## src/rtl/sdram_arbiter_if.sv

```systemverilog
// Two-master request bundle plus the shared sys_sdram port and status lines.
// The arbiter sits on the slave side; masters and memory model use master.
interface sdram_arbiter_if;
    logic        m0_valid;
    logic        m0_ready;
    logic [31:0] m0_addr;
    logic [31:0] m0_wdata;
    logic [3:0]  m0_wstrb;
    logic [31:0] m0_rdata;
    logic        m1_valid;
    logic        m1_ready;
    logic [31:0] m1_addr;
    logic [31:0] m1_wdata;
    logic [3:0]  m1_wstrb;
    logic [31:0] m1_rdata;
    logic        s_valid;
    logic        s_ready;
    logic [31:0] s_addr;
    logic [31:0] s_wdata;
    logic [3:0]  s_wstrb;
    logic [31:0] s_rdata;
    logic [1:0]  grant;
    logic        init_done;
    logic        timeout_err;

    modport slave (
        input  m0_valid, m0_addr, m0_wdata, m0_wstrb,
        output m0_ready, m0_rdata,
        input  m1_valid, m1_addr, m1_wdata, m1_wstrb,
        output m1_ready, m1_rdata,
        output s_valid, s_addr, s_wdata, s_wstrb,
        input  s_ready, s_rdata,
        output grant, init_done, timeout_err
    );

    modport master (
        output m0_valid, m0_addr, m0_wdata, m0_wstrb,
        input  m0_ready, m0_rdata,
        output m1_valid, m1_addr, m1_wdata, m1_wstrb,
        input  m1_ready, m1_rdata,
        input  s_valid, s_addr, s_wdata, s_wstrb,
        output s_ready, s_rdata,
        input  grant, init_done, timeout_err
    );
endinterface

```

## src/rtl/sdram_arbiter.sv

```systemverilog
// Two-master arbiter in front of the single sys_sdram valid/ready port.
// Sequences init wait, request/ready, ready-release and the optional watchdog.
module sdram_arbiter #(
    parameter bit          P_FIXED   = 1'b0,
    parameter logic [15:0] P_TIMEOUT = 16'd0
) (
    input logic            clk,
    input logic            rst_n,
    sdram_arbiter_if.slave bus
);
    typedef enum logic [1:0] {
        S_INIT,
        S_IDLE,
        S_REQ,
        S_WAIT
    } state_t;

    state_t      state;
    logic [1:0]  grant_q;
    logic        last;
    logic [15:0] cnt;
    logic        s_valid_q;
    logic        m0_ready_q;
    logic        m1_ready_q;
    logic [31:0] m0_rdata_q;
    logic [31:0] m1_rdata_q;
    logic        init_q;
    logic        terr_q;

    logic        both;
    logic        pick;
    logic        tmo_hit;
    logic        done;
    logic        active;
    logic [31:0] rd;

    always_comb begin
        both    = bus.m0_valid & bus.m1_valid;
        pick    = both ? (P_FIXED ? 1'b0 : ~last) : bus.m1_valid;
        tmo_hit = (P_TIMEOUT != 16'd0) && (cnt + 16'd1 == P_TIMEOUT);
        done    = bus.s_ready | tmo_hit;
        // a watchdog completion returns zero data
        rd      = bus.s_ready ? bus.s_rdata : 32'd0;
        active  = (state == S_REQ) || (state == S_WAIT);
    end

    assign bus.s_valid     = s_valid_q;
    assign bus.s_addr      = !active    ? 32'd0 :
                             grant_q[1] ? bus.m1_addr : bus.m0_addr;
    assign bus.s_wdata     = !active    ? 32'd0 :
                             grant_q[1] ? bus.m1_wdata : bus.m0_wdata;
    assign bus.s_wstrb     = !active    ? 4'd0 :
                             grant_q[1] ? bus.m1_wstrb : bus.m0_wstrb;
    assign bus.m0_ready    = m0_ready_q;
    assign bus.m1_ready    = m1_ready_q;
    assign bus.m0_rdata    = m0_rdata_q;
    assign bus.m1_rdata    = m1_rdata_q;
    assign bus.grant       = grant_q;
    assign bus.init_done   = init_q;
    assign bus.timeout_err = terr_q;

    always_ff @(posedge clk or negedge rst_n) begin
        if (!rst_n) begin
            state      <= S_INIT;
            grant_q    <= 2'b00;
            last       <= 1'b1;
            cnt        <= 16'd0;
            s_valid_q  <= 1'b0;
            m0_ready_q <= 1'b0;
            m1_ready_q <= 1'b0;
            m0_rdata_q <= 32'd0;
            m1_rdata_q <= 32'd0;
            init_q     <= 1'b0;
            terr_q     <= 1'b0;
        end else begin
            m0_ready_q <= 1'b0;
            m1_ready_q <= 1'b0;
            unique case (state)
                S_INIT: begin
                    if (bus.s_ready) begin
                        init_q <= 1'b1;
                        state  <= S_IDLE;
                    end
                end
                S_IDLE: begin
                    if (bus.m0_valid | bus.m1_valid) begin
                        grant_q   <= pick ? 2'b10 : 2'b01;
                        s_valid_q <= 1'b1;
                        cnt       <= 16'd0;
                        state     <= S_REQ;
                    end
                end
                S_REQ: begin
                    if (done) begin
                        s_valid_q <= 1'b0;
                        last      <= grant_q[1];
                        state     <= S_WAIT;
                        if (grant_q[1]) begin
                            m1_ready_q <= 1'b1;
                            m1_rdata_q <= rd;
                        end else begin
                            m0_ready_q <= 1'b1;
                            m0_rdata_q <= rd;
                        end
                        if (!bus.s_ready) begin
                            terr_q <= 1'b1;
                        end
                    end else begin
                        cnt <= cnt + 16'd1;
                    end
                end
                S_WAIT: begin
                    if (!bus.s_ready) begin
                        grant_q <= 2'b00;
                        state   <= S_IDLE;
                    end
                end
                default: state <= S_INIT;
            endcase
        end
    end
endmodule

```

## src/flat_wrapper.sv

```systemverilog
// flat-port wrapper written by rule: the top's interface ports become plain ports
module sdram_arbiter_flat 
#(
    parameter bit          P_FIXED   = 1'b0,
    parameter logic [15:0] P_TIMEOUT = 16'd0
)
  (clk, rst_n, bus_m0_valid, bus_m0_addr, bus_m0_wdata, bus_m0_wstrb, bus_m0_ready, bus_m0_rdata, bus_m1_valid, bus_m1_addr, bus_m1_wdata, bus_m1_wstrb, bus_m1_ready, bus_m1_rdata, bus_s_valid, bus_s_addr, bus_s_wdata, bus_s_wstrb, bus_s_ready, bus_s_rdata, bus_grant, bus_init_done, bus_timeout_err);
  sdram_arbiter_if bus_i ();
  input logic clk;
  input logic rst_n;
  input wire logic [$bits(bus_i.m0_valid)-1:0] bus_m0_valid;
  input wire logic [$bits(bus_i.m0_addr)-1:0] bus_m0_addr;
  input wire logic [$bits(bus_i.m0_wdata)-1:0] bus_m0_wdata;
  input wire logic [$bits(bus_i.m0_wstrb)-1:0] bus_m0_wstrb;
  output wire logic [$bits(bus_i.m0_ready)-1:0] bus_m0_ready;
  output wire logic [$bits(bus_i.m0_rdata)-1:0] bus_m0_rdata;
  input wire logic [$bits(bus_i.m1_valid)-1:0] bus_m1_valid;
  input wire logic [$bits(bus_i.m1_addr)-1:0] bus_m1_addr;
  input wire logic [$bits(bus_i.m1_wdata)-1:0] bus_m1_wdata;
  input wire logic [$bits(bus_i.m1_wstrb)-1:0] bus_m1_wstrb;
  output wire logic [$bits(bus_i.m1_ready)-1:0] bus_m1_ready;
  output wire logic [$bits(bus_i.m1_rdata)-1:0] bus_m1_rdata;
  output wire logic [$bits(bus_i.s_valid)-1:0] bus_s_valid;
  output wire logic [$bits(bus_i.s_addr)-1:0] bus_s_addr;
  output wire logic [$bits(bus_i.s_wdata)-1:0] bus_s_wdata;
  output wire logic [$bits(bus_i.s_wstrb)-1:0] bus_s_wstrb;
  input wire logic [$bits(bus_i.s_ready)-1:0] bus_s_ready;
  input wire logic [$bits(bus_i.s_rdata)-1:0] bus_s_rdata;
  output wire logic [$bits(bus_i.grant)-1:0] bus_grant;
  output wire logic [$bits(bus_i.init_done)-1:0] bus_init_done;
  output wire logic [$bits(bus_i.timeout_err)-1:0] bus_timeout_err;
  assign bus_i.m0_valid = bus_m0_valid;
  assign bus_i.m0_addr = bus_m0_addr;
  assign bus_i.m0_wdata = bus_m0_wdata;
  assign bus_i.m0_wstrb = bus_m0_wstrb;
  assign bus_m0_ready = bus_i.m0_ready;
  assign bus_m0_rdata = bus_i.m0_rdata;
  assign bus_i.m1_valid = bus_m1_valid;
  assign bus_i.m1_addr = bus_m1_addr;
  assign bus_i.m1_wdata = bus_m1_wdata;
  assign bus_i.m1_wstrb = bus_m1_wstrb;
  assign bus_m1_ready = bus_i.m1_ready;
  assign bus_m1_rdata = bus_i.m1_rdata;
  assign bus_s_valid = bus_i.s_valid;
  assign bus_s_addr = bus_i.s_addr;
  assign bus_s_wdata = bus_i.s_wdata;
  assign bus_s_wstrb = bus_i.s_wstrb;
  assign bus_i.s_ready = bus_s_ready;
  assign bus_i.s_rdata = bus_s_rdata;
  assign bus_grant = bus_i.grant;
  assign bus_init_done = bus_i.init_done;
  assign bus_timeout_err = bus_i.timeout_err;
  sdram_arbiter #(.P_FIXED(P_FIXED), .P_TIMEOUT(P_TIMEOUT)) u_core (.clk(clk), .rst_n(rst_n), .bus(bus_i));
endmodule
```

## config.mk

```make
export PLATFORM = sky130hd
export DESIGN_NAME = sdram_arbiter_flat
export DESIGN_NICKNAME = d
export VERILOG_FILES = /design/src/rtl/sdram_arbiter_if.sv /design/src/rtl/sdram_arbiter.sv /design/src/flat_wrapper.sv
export SDC_FILE = /design/constraint.sdc
export NUM_CORES = 1
export LEC_CHECK = 0
export ABC_AREA = 1
export BUFFER_PORTS_ARGS = -buffer_cell sky130_fd_sc_hd__buf_2
export CORE_AREA = 2 2 121 123
export CTS_CLUSTER_SIZE = 30
export DETAILED_ROUTE_END_ITERATION = 7
export DIE_AREA = 0 0 123 125
export PLACE_DENSITY = 0.62
export SLEW_MARGIN = 5
export SYNTH_ARGS = -nofsm -noshare
export SYNTH_HDL_FRONTEND = slang
export SYNTH_SLANG_ARGS = --single-unit
```

## constraint.sdc

```tcl
create_clock -name clk -period 2.6 [get_ports clk]
set_clock_uncertainty 0.2 [all_clocks]
set_input_delay 0.39 -clock clk [delete_from_list [all_inputs] [get_ports clk]]
set_output_delay 0.39 -clock clk [all_outputs]
set_load 0.01 [all_outputs]
```

==> metrics.txt, run 1 <==
outcome=finished, final reports clean; initial DRC count=175; final worst-path cycle share=93.5%; Hold Crit Class=input port to flop; PnR Total Power=0.00683 W; syn avg cell area=7.56 um^2; CTS tree=done; post-synth cell types=23; vias in the first global route=4203; Max VDD drop=0.558 mV; via count=4493; Core Region=0.0142 mm^2; slew margin rel.=63.9%; die area=0.0154 mm^2; antenna cells=0; share of cells above drive strength 1=43.8%; 1st-pass router iterations=4; Mapped Area=0.00402 mm^2; syn_nets=711; TritonCTS buffer count=9; Worst Setup Path Type=flop to primary output; Setup TNS Final=0 ns; commonest cells after routing, fill and taps aside=buf_2, nand2_1, dfrtp_1; Pwr Density=1150 mW/mm^2; Fmax=0.411 GHz; die width=123 um; clk slew on worst S/H paths=0.06 ns; final setup violation count=0; Placer Congestion=0.852; I/O Pins=312; max-slew violations=0; post-DP HPWL=11.9 mm; Root Buffer=clkbuf_16; Crit path arrival time=1.84 ns; port bufs=310; Slew @ Worst Pin=0.542 ns; post-route minimum period=2.43 ns; RSZ-0062 raised after global routing=no; first-pass GRT wire length=22.1 mm; area grow syn2layout=48.0%; Fillers=1496; Leak=3.52 nW; Worst-Skew Late Latency=0.32 ns; Rows=44; layout net count=1006; CTS H-tree depth=3; cell count after synthesis=532; CP max FO=25; antenna violations before repair=4; commonest non-fill, non-tap cell in the layout=buf_2; initial core utilization=28.3%; Startpoint Class=flop; Synth Warn #=0; Setup Fix Bufs, Post-CTS=0; all-layer global routing usage=18.8%; Max Cap Violations=0; largest net degree at the start of global routing=66; WL/cell=14.8 um; post-route ant nets=0; endpoints failing hold=0; Clock Path Buffers=2; clock sink count=73; R2R Setup Slk=0.83 ns; critical path endpoint category=primary output; vias per cell=4.43; DR DRC count=0; WL final=15.0 mm; die height=125 um; gr ovfl total=0; register area share after synthesis=45.5%; CP Data Required Time=2.01 ns; number of register bits inferred by synthesis=73
[per-stage QoR]
| stage | util (%) | cells | hold slack (ns) | setup WS [ns] | area [um^2] |
|---|---|---|---|---|---|
| 2_1_floorplan | - | 532 | -0.106 | 0.691 | 4020 |
| 3_3_place_gp | 39.9 | 999 | 0.222 | 0.522 | 5670 |
| 3_5_place_dp | 39.9 | 999 | 0.218 | 0.485 | 5670 |
| 4_1_cts | 41.9 | 1015 | 0.114 | 0.130 | 5950 |
| 5_1_grt | 41.9 | 1015 | 0.128 | 0.0315 | 5950 |
| 6_report | 41.9 | 1015 | 0.124 | 0.168 | 5950 |
[sequential cells by signal (all words and copies together), names as in the netlist]
name,flops
u_core.bus.m0_rdata,32
u_core.bus.m1_ready,1
u_core.state,2
u_core.bus.m0_ready,1
u_core.bus.s_valid,1
u_core.bus.m1_rdata,32
u_core.bus.grant,2
u_core.bus.init_done,1
u_core.last,1
[report_power, final]
part / internal (W) / total, W / switching (W) / leakage (nW)
Sequential: 0.00166 / 0.00193 / 0.000277 / 0.916
Clock: 0.000664 / 0.00112 / 0.000459 / 0.135
Combinational: 0.00145 / 0.00378 / 0.00232 / 2.46
Total: 0.00377 / 0.00683 / 0.00306 / 3.52
[path summary, 6_finish.rpt]
| check | start | end | depth (start not counted) |
|---|---|---|---|
| max in group asynchronous | rst_n | u_core.bus.m0_rdata[30] | 3 |
| min reg2reg | u_core.last | u_core.last | 2 |
| min | bus_s_rdata[5] | u_core.bus.m0_rdata[5] | 3 |
| min in group asynchronous | rst_n | u_core.bus.m0_rdata[15] | 2 |
| max | u_core.state[0] | bus_s_wdata[30] | 6 |
| max reg2reg | u_core.state[0] | u_core.bus.m0_rdata[26] | 6 |
[kinds of logic (layout without fill, tap and decap cells)]
group | count (synthesis) | count (layout) | share of synthesized area (%)
AO/OA/AOI/OAI | 136 | 136 | 19.0
adder cells (fa/ha/maj) | 6 | 6 | 1.87
buffers and inverters | 80 | 379 | 11.0
flip-flops | 73 | 73 | 45.5
other | 1 | 1 | 0.0933
AND/OR/NAND/NOR | 236 | 236 | 22.6
[final cells by class]
type	instances	area (um^2)	area share, %
Tap cell	184	230	3.87
Inverter	43	164	2.75
Sequential cell	73	1830	30.7
Multi-Input combinational cell	379	1770	29.7
Timing Repair Buffer	321	1690	28.4
Clock buffer	10	239	4.02
Clock inverter	5	31.3	0.526
[worst max-delay path, stage by stage, from the launching register on]
cell	delay, ns
dfrtp_1	0.41
inv_1	0.10
ha_1	0.28
nor2_4	0.16
buf_4	0.29
a21oi_1	0.10
buf_2	0.17
[synthesized netlist by cell type, drive strengths merged]
library cell,count,area (um^2)
ha,6,75.1
nand3,5,30.0
nand4,3,18.8
dfstp,1,26.3
nor3,1,5.00
buf,34,264
clkbuf,3,12.5
conb,1,3.75
dfrtp,72,1800
o21bai,1,7.51
o21ai,66,413
nor2,4,15.0
inv,43,164
nand2,222,833
a21oi,69,345
or2,1,6.26
[routing by layer]
layer | global-route usage (%) | part of all wire, % | up-vias
li1 | - | - | 2272
met5 | 0 | 0.34 | -
met4 | 7.95 | 3.5 | 8
met1 | 22.2 | 39 | 1971
met3 | 7.03 | 11 | 37
met2 | 30.3 | 46 | 205
[repair_timing]
item | CTS | global route
hold buffers | 1 | 0
setup endpoints to repair | 0 | 34
gates resized for setup | 0 | 1
hold endpoints to repair | 39 | 0
(Power assumes the default switching activity.)
==> run 2, diff against run 1 <==
Settings changed: PLACE_DENSITY 0.62 to 0.59.
==> metrics.txt, run 2 (synthesis results as in run 1) <==
Max Cap Violations=0; DR DRC count=0; Pwr Density=1180 mW/mm^2; clock sink count=73; max-slew violations=0; Setup TNS Final=0 ns; first-pass GRT wire length=25.3 mm; Crit path arrival time=1.85 ns; critical path endpoint category=primary output; CP max FO=24; Startpoint Class=flop; port bufs=310; Fmax=0.409 GHz; I/O Pins=312; initial DRC count=298; commonest non-fill, non-tap cell in the layout=buf_2; all-layer global routing usage=21.8%; Root Buffer=clkbuf_16; via count=4524; commonest cells after routing, fill and taps aside=buf_2, nand2_1, dfrtp_1; met1 Use GR=26.9%; outcome=finished, final reports clean; Slew @ Worst Pin=0.792 ns; Max VDD drop=0.560 mV; post-route minimum period=2.44 ns; die height=125 um; Worst Setup Path Type=flop to primary output; GR Util met3=6.71%; dpl cell area=0.00568 mm^2; post-route ant nets=0; CP Data Required Time=2.01 ns; RSZ-0062 raised after global routing=no; die width=123 um; Core Region=0.0142 mm^2; combinational share of power=56.1%; initial core utilization=28.3%; gr ovfl total=0; 1st-pass router iterations=5; critical path cell sequence=inv_1 -> ha_2 -> nor2_4 -> buf_4 -> buf_12 -> a21oi_1 -> buf_2; endpoints failing hold=0; Worst-Skew Late Latency=0.32 ns; clk slew on worst S/H paths=0.06 ns; die area=0.0154 mm^2; TritonCTS buffer count=9; Placer Congestion=0.871; CP max stage cell=dfrtp_1; CTS H-tree depth=3; WL/cell=16.9 um; largest net degree at the start of global routing=72; slew margin rel.=47.2%; Leak=3.53 nW; CTS tree=done; Clock Path Buffers=2; vias in the first global route=4374; final worst-path cycle share=94.0%; met2 Track Usage GR=37.0%; area grow syn2layout=49.1%; share of cells above drive strength 1=44.3%; switching share of total power=45.5%; final setup violation count=0; Internal Dissipation=0.00385 W; layout net count=1010; WL final=17.3 mm; post-DP HPWL=13.8 mm; antenna violations before repair=3; Max stage delay on crit path=0.43 ns; Clock Power Share=16.4%; vias per cell=4.43; Hold Crit Class=input port to flop; Finished Cell Area=0.00600 mm^2; Net Switching=0.00321 W; gr busiest metal=met2; Rows=44; Sequential Power Share=27.6%
==> run 2: cell types whose count changed in the layout (fill, tap and decap cells not counted) <==
cell / delta
ha_2: +1
diode_2: +2
buf_4: +4
clkinv_2: -1
clkinvlp_4: +1
buf_6: -1
ha_1: -1
clkinv_4: +1
nor2_2: +1
==> run 2: routing by layer <==
metal | up-vias | share of wire (%)
met2 | 184 | 48
li1 | 2288 | -
met4 | 4 | 1.3
met1 | 2031 | 41
met5 | - | 0.13
met3 | 17 | 9.3
==> run 2: worst paths after layout <==
check	from	endpoint	slack, ns	depth (start not counted)
setup / recovery	u_core.state[0]	bus_s_wdata[0]	0.16	7
min in group asynchronous	rst_n	u_core.bus.m0_rdata[27]	0.38	2
hold / removal	bus_s_rdata[9]	u_core.bus.m1_rdata[9]	0.12	3
max in group asynchronous	rst_n	u_core.bus.m1_rdata[22]	1.24	3
setup reg to reg	u_core.bus.grant[1]	u_core.bus.m0_rdata[17]	0.53	6
hold reg to reg	u_core.bus.m0_rdata[18]	u_core.bus.m0_rdata[18]	0.27	2
==> run 2: worst max-delay path, delay by kind of cell (launching register included) <==
family	cells	cell delay, ns
AO/OA/AOI/OAI	1	0.12
adder cells (fa/ha/maj)	1	0.28
buffers and inverters	4	0.62
flip-flops	1	0.43
AND/OR/NAND/NOR	1	0.09
==> run 2: cell type report <==
| class | instances | area, um^2 |
|---|---|---|
| multi-input combinational | 380 | 1770 |
| timing repair buffer | 324 | 1710 |
| clock inverter | 6 | 42.5 |
| fill | 1536 | 8210 |
| antenna | 2 | 5.00 |
| tap | 184 | 230 |
| clock buffer | 10 | 239 |
| sequential | 73 | 1830 |
| inverter | 43 | 164 |
==> run 2: per-stage QoR <==
stage	power [W]	cells	setup slack, ns	hold WS, ns	utilization (%)
6_report	0.00706	1022	0.157	0.115	42.2
5_1_grt	0.00765	1021	0.00225	0.126	42.2
3_3_place_gp	0.00587	1000	0.432	0.196	40.0
2_1_floorplan	0.00422	532	0.691	-0.106	-
3_5_place_dp	0.00589	1000	0.371	0.193	40.0
4_1_cts	0.00709	1017	0.00268	0.106	42.0
==> run 2: what timing repair did <==
item | in CTS | in global routing
setup endpoints to repair | 0 | 59
resized for setup | 0 | 1
setup buffers | 0 | 2
hold buffers | 1 | 0
endpoints found under the hold margin | 36 | 0
==> run 2: power groups by stage <==
stage	combinational, W	clock (W)	sequential [W]
finish	0.00396	0.00116	0.00195
global route	0.00438	0.00125	0.00201
CTS	0.00395	0.00120	0.00194
detailed placement	0.00395	0	0.00194
global placement	0.00393	0	0.00194
floorplan	0.00205	0	0.00217
==> run 3, diff against run 2 <==
Settings changed: CORE_AREA 2 2 121 123 to 2 2 120 122, DIE_AREA 0 0 123 125 to 0 0 122 124, PLACE_DENSITY 0.59 to 0.6.
==> metrics.txt, run 3 (synthesis results as in run 1) <==
Sequential Power Share=27.9%; dpl cell area=0.00569 mm^2; Slew @ Worst Pin=0.698 ns; Leak=3.53 nW; R2R Setup Slk=0.54 ns; gr ovfl total=0; RSZ-0062 raised after global routing=no; post-DP HPWL=13.1 mm; Crit path arrival time=1.94 ns; largest net degree at the start of global routing=72; antenna violations before repair=7; switching share of total power=45.3%; DR DRC count=0; Internal Dissipation=0.00380 W; 1st-pass router iterations=6; area grow syn2layout=49.0%; die height=124 um; WL/cell=16.4 um; all-layer global routing usage=20.9%; Max stage delay on crit path=0.43 ns; Fmax=0.396 GHz; final setup violation count=0; Rows=43; Clock Path Buffers=2; Register Area=0.00183 mm^2; commonest non-fill, non-tap cell in the layout=buf_2; CP max FO=68; RR Startpoint=u_core.state[0]; first-pass GRT wire length=23.3 mm; initial DRC count=352; Placer Congestion=0.900; reg-to-reg endpoint=u_core.bus.m0_rdata[19]; Cells on Worst Hold Path=3; layout net count=1005; CP Data Required Time=2.01 ns; Pwr Density=1160 mW/mm^2; CTS H-tree depth=3; clk slew on worst S/H paths=0.06 ns; die width=122 um; Setup TNS Final=0 ns; combined area of the multi-input logic cells=0.00177 mm^2; vias per cell=4.47; worst hold path endpoint=u_core.bus.m0_rdata[26]; Core Region=0.0137 mm^2; final worst-path cycle share=97.2%; Setup crit start=u_core.state[0]; combinational share of power=55.4%; post-route ant nets=0; WL final=16.6 mm; Final Non-Filler Cells=1014; slew margin rel.=53.5%; commonest cells after routing, fill and taps aside=buf_2, nand2_1, dfrtp_1; Fillers=1492; initial core utilization=29.3%; CP max stage cell=dfrtp_1; max-slew violations=0; Worst-Skew Late Latency=0.34 ns; Clock Power Share=16.7%; TritonCTS buffer count=9; hold wc startpoint=bus_s_rdata[26]; endpoints failing hold=0; die area=0.0151 mm^2; vias in the first global route=4077; Worst Setup Path Type=flop to primary output; I/O Pins=312; CTS tree=done; outcome=finished, final reports clean; CP Buf/Inv Count=3; post-route minimum period=2.53 ns; Net Switching=0.00315 W; Hold Crit Class=input port to flop; via count=4535; critical path endpoint category=primary output; Root Buffer=clkbuf_16; Finished Cell Area=0.00599 mm^2; clock sink count=73; share of cells above drive strength 1=43.9%; Max Cap Violations=0; Setup Fix Bufs, Post-CTS=0; R2R depth=6; port bufs=310; Startpoint Class=flop; family with the most delay on the worst path=buffers and inverters; critical path cell sequence=inv_1 -> ha_1 -> nor2_4 -> buf_12 -> a21oi_1 -> buf_2; Max VDD drop=0.601 mV; cell count after placement=994
run 3: cell types whose count changed in the layout (fill, tap and decap cells not counted), sizes merged:
| cell | previous run | this run |
|---|---|---|
| diode | 2 | 3 |
| inv | 44 | 45 |
| clkinvlp | 2 | 0 |
| nor2 | 5 | 4 |
| clkinv | 3 | 4 |
| buf | 323 | 319 |
run 3: through the flow:
stage | worst slack, ns | total power (W) | util (%) | hold WS [ns]
4_1_cts | 0.0325 | 0.00703 | 43.6 | 0.0907
6_report | 0.0737 | 0.00695 | 43.7 | 0.104
3_5_place_dp | 0.419 | 0.00582 | 41.5 | 0.257
5_1_grt | 0.0295 | 0.00752 | 43.6 | 0.0990
2_1_floorplan | 0.691 | 0.00422 | - | -0.106
3_3_place_gp | 0.420 | 0.00580 | 41.5 | 0.258
run 3: worst max path at each step:
stage / end / slack, ns / cells after the start
2_1_floorplan: bus_s_addr[11] / 0.69 / 6
3_3_place_gp: bus_s_addr[31] / 0.42 / 6
3_5_place_dp: bus_s_addr[31] / 0.42 / 6
4_1_cts: bus_s_addr[31] / 0.03 / 6
5_1_grt: bus_s_wdata[11] / 0.03 / 6
6_report: bus_s_wdata[10] / 0.07 / 6
run 3: power by group through the flow:
stage                     clock [W]  sequential [W]  combinational, W
after floorplan                   0         0.00217           0.00205
after global placement            0         0.00194           0.00386
after detailed placement          0         0.00193           0.00389
after CTS                   0.00120         0.00194           0.00390
after global routing        0.00125         0.00202           0.00425
final                       0.00116         0.00194           0.00385
run 3: metal layers:
layer | track usage (%) | part of all wire (%) | vias up
li1 | - | - | 2270
met1 | 25.4 | 39 | 2017
met2 | 32.2 | 46 | 215
met3 | 9.98 | 12 | 25
met4 | 7.54 | 2.1 | 8
met5 | 0 | 0.30 | -
run 3: area by class of cell:
cell class | instances | area share (%)
Tap cell | 180 | 3.76
Sequential cell | 73 | 30.5
Multi-Input combinational cell | 379 | 29.5
Antenna cell | 3 | 0.125
Clock inverter | 6 | 0.689
Timing Repair Buffer | 320 | 28.6
Clock buffer | 10 | 3.99
Inverter | 43 | 2.74
run 3: repair_timing:
action                                 4_1_cts  5_1_grt
hold buffers                                 1        0
gates resized for setup                      0        1
setup endpoints to repair                    0        1
endpoints found under the hold margin       28        0
run 3: worst register-to-register path: cells and delay by family, from the launching register on:
kind / cells / cell delay (ns)
adders and majority gates: 1 / 0.29
DFF: 1 / 0.43
and+or+nand+nor: 2 / 0.51
AOI/OAI and AO/OA: 1 / 0.05
buffers and inverters: 2 / 0.46
